### src/rtl/dequant_scale_loader.sv
// ---------------------------------------------------------------------------
// dequant_scale_loader
//
// Streams dequantisation scale words from a valid/ready source into the
// dequant scale RAM. A load is started by a one-cycle start pulse. It then
// accepts pBLOCK_RAM_NUM * pDEQUANT_SCALE_NUM beats in scale-major order:
// the block counter advances on every beat, and the scale counter advances
// each time the block counter wraps. Every accepted beat becomes one
// registered write, one cycle later, to pWEIGHT_BASE_ADDR + scale index.
//
// Handshake: s_ready is high exactly while the FSM is in LOAD. A beat
// transfers on a rising edge where s_valid && s_ready. The source may drop
// s_valid at any time to stall the load.
//
// Ports:
//   clk, rst     rising-edge clock, asynchronous active-high reset
//   start        one-cycle load request (only honoured in IDLE)
//   abort        synchronous cancel (only honoured in LOAD)
//   s_valid/s_ready/s_data   source word stream
//   wr_en/weight_addr/weight_data   registered RAM write port
//   busy         high in LOAD and DONE
//   done         one-cycle pulse, coincident with the final write
// ---------------------------------------------------------------------------
module dequant_scale_loader #(
   parameter int          pWEIGHT_DATA_WIDTH = 64,
   parameter logic [31:0] pWEIGHT_BASE_ADDR  = 32'h4000_0000,
   parameter int          pDEQUANT_SCALE_NUM = 32,
   parameter int          pBLOCK_RAM_NUM     = 32
) (
   input  logic                          clk,
   input  logic                          rst,
   input  logic                          start,
   input  logic                          abort,
   input  logic                          s_valid,
   output logic                          s_ready,
   input  logic [pWEIGHT_DATA_WIDTH-1:0] s_data,
   output logic                          wr_en,
   output logic [31:0]                   weight_addr,
   output logic [pWEIGHT_DATA_WIDTH-1:0] weight_data,
   output logic                          busy,
   output logic                          done
);

   localparam int BLK_W = (pBLOCK_RAM_NUM > 1) ? $clog2(pBLOCK_RAM_NUM) : 1;
   localparam int SCL_W = (pDEQUANT_SCALE_NUM > 1) ? $clog2(pDEQUANT_SCALE_NUM) : 1;
   localparam logic [BLK_W-1:0] BLK_LAST = BLK_W'(pBLOCK_RAM_NUM - 1);
   localparam logic [SCL_W-1:0] SCL_LAST = SCL_W'(pDEQUANT_SCALE_NUM - 1);

   typedef enum logic [1:0] {
      ST_IDLE = 2'd0,
      ST_LOAD = 2'd1,
      ST_DONE = 2'd2
   } state_t;

   state_t                          state_q, state_d;
   logic [BLK_W-1:0]                blk_cnt_q, blk_cnt_d;
   logic [SCL_W-1:0]                scl_cnt_q, scl_cnt_d;
   logic                            wr_en_q, wr_en_d;
   logic [31:0]                     addr_q, addr_d;
   logic [pWEIGHT_DATA_WIDTH-1:0]   data_q, data_d;
   logic                            accept;
   logic                            last_beat;

   assign accept    = s_valid && (state_q == ST_LOAD);
   assign last_beat = (blk_cnt_q == BLK_LAST) && (scl_cnt_q == SCL_LAST);

   always_comb begin
      state_d   = state_q;
      blk_cnt_d = blk_cnt_q;
      scl_cnt_d = scl_cnt_q;
      addr_d    = addr_q;
      data_d    = data_q;
      // The write strobe follows the accept by exactly one cycle, even in
      // a cycle where abort also fires.
      wr_en_d   = accept;

      if (accept) begin
         addr_d = pWEIGHT_BASE_ADDR + 32'(scl_cnt_q);
         data_d = s_data;
      end

      case (state_q)
         ST_IDLE: begin
            if (start) begin
               state_d   = ST_LOAD;
               blk_cnt_d = '0;
               scl_cnt_d = '0;
            end
         end
         ST_LOAD: begin
            if (abort) begin
               state_d   = ST_IDLE;
               blk_cnt_d = '0;
               scl_cnt_d = '0;
            end else if (accept) begin
               if (last_beat) begin
                  state_d   = ST_DONE;
                  blk_cnt_d = '0;
                  scl_cnt_d = '0;
               end else if (blk_cnt_q == BLK_LAST) begin
                  blk_cnt_d = '0;
                  scl_cnt_d = scl_cnt_q + SCL_W'(1);
               end else begin
                  blk_cnt_d = blk_cnt_q + BLK_W'(1);
               end
            end
         end
         ST_DONE: state_d = ST_IDLE;
         default: state_d = ST_IDLE;
      endcase
   end

   always_ff @(posedge clk or posedge rst) begin
      if (rst) begin
         state_q   <= ST_IDLE;
         blk_cnt_q <= '0;
         scl_cnt_q <= '0;
         wr_en_q   <= 1'b0;
         addr_q    <= '0;
         data_q    <= '0;
      end else begin
         state_q   <= state_d;
         blk_cnt_q <= blk_cnt_d;
         scl_cnt_q <= scl_cnt_d;
         wr_en_q   <= wr_en_d;
         addr_q    <= addr_d;
         data_q    <= data_d;
      end
   end

   assign s_ready     = (state_q == ST_LOAD);
   assign busy        = (state_q != ST_IDLE);
   assign done        = (state_q == ST_DONE);
   assign wr_en       = wr_en_q;
   assign weight_addr = addr_q;
   assign weight_data = data_q;

endmodule

### config.mk
export PLATFORM = sky130hd
export DESIGN_NAME = dequant_scale_loader
export DESIGN_NICKNAME = d
export VERILOG_FILES = /design/src/rtl/dequant_scale_loader.sv
export SDC_FILE = /design/constraint.sdc
export NUM_CORES = 1
export LEC_CHECK = 0
export CAP_MARGIN = 40
export CELL_PAD_IN_SITES_DETAIL_PLACEMENT = 2
export CELL_PAD_IN_SITES_GLOBAL_PLACEMENT = 2
export CORE_AREA = 2 2 121 123
export CTS_CLUSTER_SIZE = 30
export DETAILED_ROUTE_END_ITERATION = 12
export DIE_AREA = 0 0 123 125
export PLACE_DENSITY = 0.84
export SYNTH_ARGS = -nofsm -noshare
export SYNTH_HDL_FRONTEND = slang
export SYNTH_SLANG_ARGS = --single-unit
### constraint.sdc
create_clock -name clk -period 3.8 [get_ports clk]
set_clock_uncertainty 0.05 [all_clocks]
set_input_delay 0.76 -clock clk [delete_from_list [all_inputs] [get_ports clk]]
set_output_delay 0.76 -clock clk [all_outputs]
set_load 0.05 [all_outputs]
==> run_results.csv, run 1 <==
group,metric,value,unit
worst_setup_path,crit_slowest_cell,"clkdlybuf4s50_1",
min_path,hp-start,"weight_addr[30]$_DFFE_PP0N_",
final_layout,design_area,0.00539,mm^2
synth,synth_top_cell_by_area,"dfrtp_1",
sta,fmax,368,MHz
worst_setup_path,cp.required,2.99,ns
final_layout,final_util,38.0,%
sta,final-max-slew-violation-count,0,
sta,relSlewSlack,62.7,%
synth,synth_cell_types,30,
placement,place_hpwl,7090,um
final_layout,nets,463,
synth,synth.area.top_cells,"dfrtp_1 60%, mux2_2 23%, buf_4 5.6%",
synth,synth_area,0.00347,mm^2
drt,via_per_inst,4.17,
placement,gp_congestion,0.703,
drt,drt-wirelength-per-cell,16.4,um
worst_setup_path,critPathTopFamily,"buffers and inverters",
floorplanning,start_util,24.5,%
clock_network,clkTransAtPathRegs,0.06,ns
sta,period_share,71.5,%
sta,hold_viol,0,
worst_setup_path,startpoint,"state_q[1]$_DFFE_PP0P_",
sta,setup_viol,0,
min_path,min_path_cells,1,
power_and_ir_drop,ir_drop,0.212,mV
worst_setup_path,r2r_start,"blk_cnt_q[0]$_DFFE_PP0P_",
clock_network,cts-root-buf,"clkbuf_16",
final_layout,n_antenna_cell,0,
floorplanning,die-area,0.0154,mm^2
floorplanning,die_w,123,um
synth,syn-mean-instance-area,14.2,um^2
final_layout,fillers,1448,
worst_setup_path,path_buf_inv,1,
worst_setup_path,critPathMaxStageDelay,0.84,ns
sta,tightest_slew,0.557,ns
sta,period_minus_slack,2.72,ns
min_path,hp-class,"reg2reg",
global_routing,grtUsageTotal,12.7,%
power_and_ir_drop,leakagePower,2.30,nW
synth,syn_inst,244,
drt,via_count,2412,
clock_network,cts_buffers,9,
global_routing,grt_antenna_before_repair,0,
clock_network,cts_sinks,83,
final_layout,final_layout_size_suffix_gt1_share,23.3,%
final_layout,final_cell_mix,"142 x clkdlybuf4s50_1, 83 x dfrtp_1, 70 x mux2_2",
outcome,run_status,"completed",
worst_setup_path,crit_arrival,1.91,ns
synth,ys_ff_latch,83,
drt,drt-total-wl,9470,um
floorplanning,rows,44,
worst_setup_path,crit_fanout,5,
worst_setup_path,crit_path_end_kind,"primary output",
placement,placed_cell_area,0.00503,mm^2
synth,ys_seq_area_share,59.8,%
power_and_ir_drop,power.density,691,mW/mm^2
worst_setup_path,cp_num_cells,2,
sta,holdWs,0.430,ns
drt,first_iter_violations,95,
synth,synth_top_area_share,59.8,%
placement,portBuffers,142,
clock_network,cts_tree,"yes",
drt,antenna_left,0,
floorplanning,die_h,125,um
clock_network,postCtsSetupRepairBufs,0,
clock_network,clockBufferDepth,2,
floorplanning,io_pins,169,
clock_network,ctsResizeCount,0,
drt,dr.pass1.iters,3,
worst_setup_path,r2r_cells,7,
synth,synth-main-ff-cell,"dfrtp_1",
final_layout,final_common_cell,"clkdlybuf4s50_1",
floorplanning,coreArea,0.0142,mm^2
global_routing,grt_pass1_vias,2646,
sta,fin_setup_tns,0,ns
global_routing,grt_overflow_total,0,
worst_setup_path,startpoint_type,"register",
global_routing,grt_pass1_wl,14900,um
synth,synth_edf_count,0,
clock_network,h-tree-depth,3,
global_routing,grt_start_max_net_pins,84,
synth,synth-async-reset-ratio,100,%
worst_setup_path,crit_type,"reg2out",
clock_network,cts_hold_buf,0,
final_layout,area_growth,55.2,%
worst_setup_path,path_cells,"and2b_1 -> clkdlybuf4s50_1",
sta,rsz0062_at_grt,"false",
clock_network,insertion_delay,0.33,ns
run,maxCapViolCount,0,
synth,ys_warn_count,0,
drt,drc,0,
==> Yosys cell counts (all sizes together) (2+ instances only) <==
cell	count
dfrtp	83
mux2	70
buf	34
nand2	9
a22o	4
ha	4
nor2	4
o21ai	4
nand3	3
nor2b	3
a21oi	2
and2b	2
and3	2
inv	2
nand2b	2
nor3	2
nor3b	2
or2	2
xnor2	2
==> kinds of logic (layout without fill, tap and decap cells) <==
| logic type | count (synthesis) | after routing | synth area share (%) |
|---|---|---|---|
| compound gates | 14 | 14 | 3.10 |
| xor+xnor | 2 | 2 | 0.504 |
| fa+ha+maj | 4 | 4 | 1.44 |
| buf+inv | 36 | 162 | 7.17 |
| flops | 83 | 83 | 59.8 |
| mux | 70 | 70 | 22.7 |
| other cells | 1 | 26 | 0.108 |
| simple gates | 34 | 34 | 5.19 |
==> registers in the layout, summed over array words and instances, names as in the netlist <==
signal       flops
scl_cnt_q        5
blk_cnt_q        5
state_q          2
weight_addr      6
wr_en            1
weight_data     64
==> through the flow <==
stage          instances  power, W  worst slack, ns
3_5_place_dp         563   0.00270             1.20
4_1_cts              579   0.00378             1.04
3_3_place_gp         562   0.00265             1.18
5_1_grt              579   0.00391            0.989
2_1_floorplan        269   0.00216            0.853
6_report             579   0.00373             1.08
==> power by group <==
| group | total (W) | internal [W] | leakage (nW) | switching, W |
|---|---|---|---|---|
| clock | 0.00106 | 0.000711 | 0.173 | 0.000352 |
| sequential | 0.00118 | 0.00107 | 1.00 | 0.000102 |
| combinational | 0.00149 | 0.000535 | 1.13 | 0.000952 |
==> area by class of cell <==
cell class	count	area, um^2	area share (%)
sequential	83	2080	38.5
timing repair buffer	144	1460	27.1
multi-input combinational	150	1250	23.2
tap	184	230	4.27
clock buffer	10	229	4.25
clock inverter	6	136	2.53
inverter	2	8.76	0.162
==> routing by layer <==
layer / track usage [%] / share of wire (%) / wire length (um)
met2: 21.3 / 50 / 4730
met3: 3.97 / 8.3 / 786
met5: 0 / 0 / 0
met1: 15.3 / 40 / 3830
met4: 4.61 / 1.3 / 124
==> worst paths after layout <==
path / endpoint / slack (ns)
min in group asynchronous: weight_data[39]$_DFFE_PP0N_ / 0.79
min reg2reg: weight_addr[30]$_DFFE_PP0N_ / 0.43
max in group asynchronous: state_q[0]$_DFFE_PP0P_ / 2.53
max: s_ready / 1.08
max reg2reg: scl_cnt_q[0]$_DFFE_PP0P_ / 1.80
min: weight_addr[30]$_DFFE_PP0N_ / 0.43
(Power assumes the default switching activity.)
==> inputs of run 2 (changes only) <==
==> constraint.sdc (replaced) <==
create_clock -name clk -period 2.6 [get_ports clk]
set_clock_uncertainty 0.05 [all_clocks]
set_input_delay 0.52 -clock clk [delete_from_list [all_inputs] [get_ports clk]]
set_output_delay 0.52 -clock clk [all_outputs]
set_load 0.05 [all_outputs]
==> run 2 against run 1 <==
Effect of this change: sequential share of layout area up 0.23 points; largest cell class unchanged; hold slack got worse by 0.0046 ns; highest routed layer unchanged; critical path type unchanged; non-clock buffer count grew 3; via count is 0.29% lower; die area did not move; critical path depth unchanged; register-to-register slack got worse by 1.3 ns; wire length grew 3.8%; flip-flop and latch count is the same.
==> run_results.csv, run 2 (synthesis gave the netlist of run 1 again) <==
group,metric,value,unit
outcome,run_status,"completed",
clock_network,ctsResizeCount,0,
global_routing,grt_start_max_net_pins,53,
clock_network,cts_hold_buf,0,
final_layout,n_antenna_cell,0,
clock_network,cts_buffers,9,
clock_network,clockBufferDepth,2,
drt,drc,0,
power_and_ir_drop,ir_drop,0.368,mV
drt,dr.pass1.iters,4,
drt,antenna_left,0,
drt,via_per_inst,4.14,
clock_network,cts_tree,"yes",
worst_setup_path,startpoint_type,"register",
placement,placed_cell_area,0.00508,mm^2
sta,final-max-slew-violation-count,0,
clock_network,cts-root-buf,"clkbuf_16",
worst_setup_path,critPathMaxStageDelay,0.84,ns
worst_setup_path,crit_path_end_kind,"primary output",
min_path,hp-class,"reg2reg",
floorplanning,coreArea,0.0142,mm^2
final_layout,design_area,0.00536,mm^2
sta,period_minus_slack,2.47,ns
placement,place_hpwl,7640,um
final_layout,largest_reg_flops,64,
final_layout,final_layout_size_suffix_gt1_share,23.9,%
run,maxCapViolCount,0,
worst_setup_path,cp.required,2.03,ns
clock_network,clkTransAtPathRegs,0.06,ns
clock_network,cts_sinks,83,
drt,drt-wirelength-per-cell,16.9,um
clock_network,h-tree-depth,3,
global_routing,grt_overflow_total,0,
sta,setup_viol,0,
clock_network,postCtsSetupRepairBufs,0,
floorplanning,io_pins,169,
final_layout,area_growth,54.3,%
placement,portBuffers,142,
sta,period_share,95.1,%
worst_setup_path,crit_arrival,1.90,ns
sta,rsz0062_at_grt,"false",
drt,via_count,2405,
clock_network,insertion_delay,0.34,ns
drt,first_iter_violations,60,
sta,relSlewSlack,61.2,%
drt,drt-total-wl,9830,um
floorplanning,die-area,0.0154,mm^2
worst_setup_path,crit_fanout,5,
power_and_ir_drop,leakagePower,2.29,nW
final_layout,nets,466,
global_routing,grt_pass1_vias,2716,
worst_setup_path,crit_type,"reg2out",
floorplanning,die_h,125,um
sta,fmax,405,MHz
floorplanning,rows,44,
worst_setup_path,r2r_slack,0.51,ns
sta,tightest_slew,0.580,ns
floorplanning,die_w,123,um
final_layout,final_common_cell,"clkdlybuf4s50_1",
final_layout,final_cell_mix,"142 x clkdlybuf4s50_1, 83 x dfrtp_1, 70 x mux2_2",
power_and_ir_drop,power.density,960,mW/mm^2
global_routing,grt_antenna_before_repair,0,
placement,gp_congestion,0.733,
sta,fin_setup_tns,0,ns
floorplanning,start_util,24.5,%
worst_setup_path,crit_slowest_cell,"clkdlybuf4s50_1",
worst_setup_path,path_cells,"and2b_1 -> clkdlybuf4s50_1",
sta,hold_viol,0,
global_routing,grtUsageTotal,13.4,%
global_routing,grt_pass1_wl,15300,um
run 2: cell types whose count changed in the layout (fill, tap and decap cells not counted):
cell,before,now
bufinv_16,4,1
clkinv_2,1,4
clkinvlp_4,1,2
buf_12,2,4
buf_4,0,1
clkbuf_1,1,0
inv_6,1,0
run 2: routing by layer:
layer	part of all wire [%]	track usage, %
met1	38	14.6
met2	53	24.0
met3	6.8	3.15
met4	2.6	6.95
met5	0	0
run 2: layout make-up:
class	instances	area [um^2]
Clock buffer	9	225
Clock inverter	6	57.6
Fill cell	1458	8840
Inverter	2	11.3
Multi-Input combinational cell	150	1250
Sequential cell	83	2080
Tap cell	184	230
Timing Repair Buffer	147	1510
run 2: final timing paths:
| kind | start | end | cells after the start |
|---|---|---|---|
| min in group asynchronous | rst | weight_data[13]$_DFFE_PP0N_ | 3 |
| worst max-delay path | state_q[1]$_DFFE_PP0P_ | s_ready | 2 |
| worst max register to register | blk_cnt_q[0]$_DFFE_PP0P_ | scl_cnt_q[0]$_DFFE_PP0P_ | 7 |
| max in group asynchronous | rst | weight_data[31]$_DFFE_PP0N_ | 3 |
| worst min register to register | weight_addr[30]$_DFFE_PP0N_ | weight_addr[30]$_DFFE_PP0N_ | 1 |
| worst min-delay path | weight_addr[30]$_DFFE_PP0N_ | weight_addr[30]$_DFFE_PP0N_ | 1 |
run 2: stage by stage:
step	util, %	total power (W)	cells	worst slack (ns)	hold WS, ns
2_1_floorplan	-	0.00316	269	0.821	0.386
3_3_place_gp	35.7	0.00389	566	0.433	0.403
3_5_place_dp	35.7	0.00397	566	0.347	0.425
4_1_cts	37.7	0.00524	581	0.101	0.440
5_1_grt	37.7	0.00540	581	0.0678	0.454
6_report	37.7	0.00515	581	0.129	0.426
run 2: critical path, delay by kind of cell (launching register included):
kind,cells,cell delay (ns)
flip-flops,1,0.41
AND/OR/NAND/NOR,1,0.31
buffers and inverters,1,0.84
run 2: power breakdown:
part           total, W  switching (W)  internal, W
Clock           0.00123       0.000495     0.000731
Combinational   0.00219        0.00140     0.000793
Sequential      0.00173       0.000156      0.00157
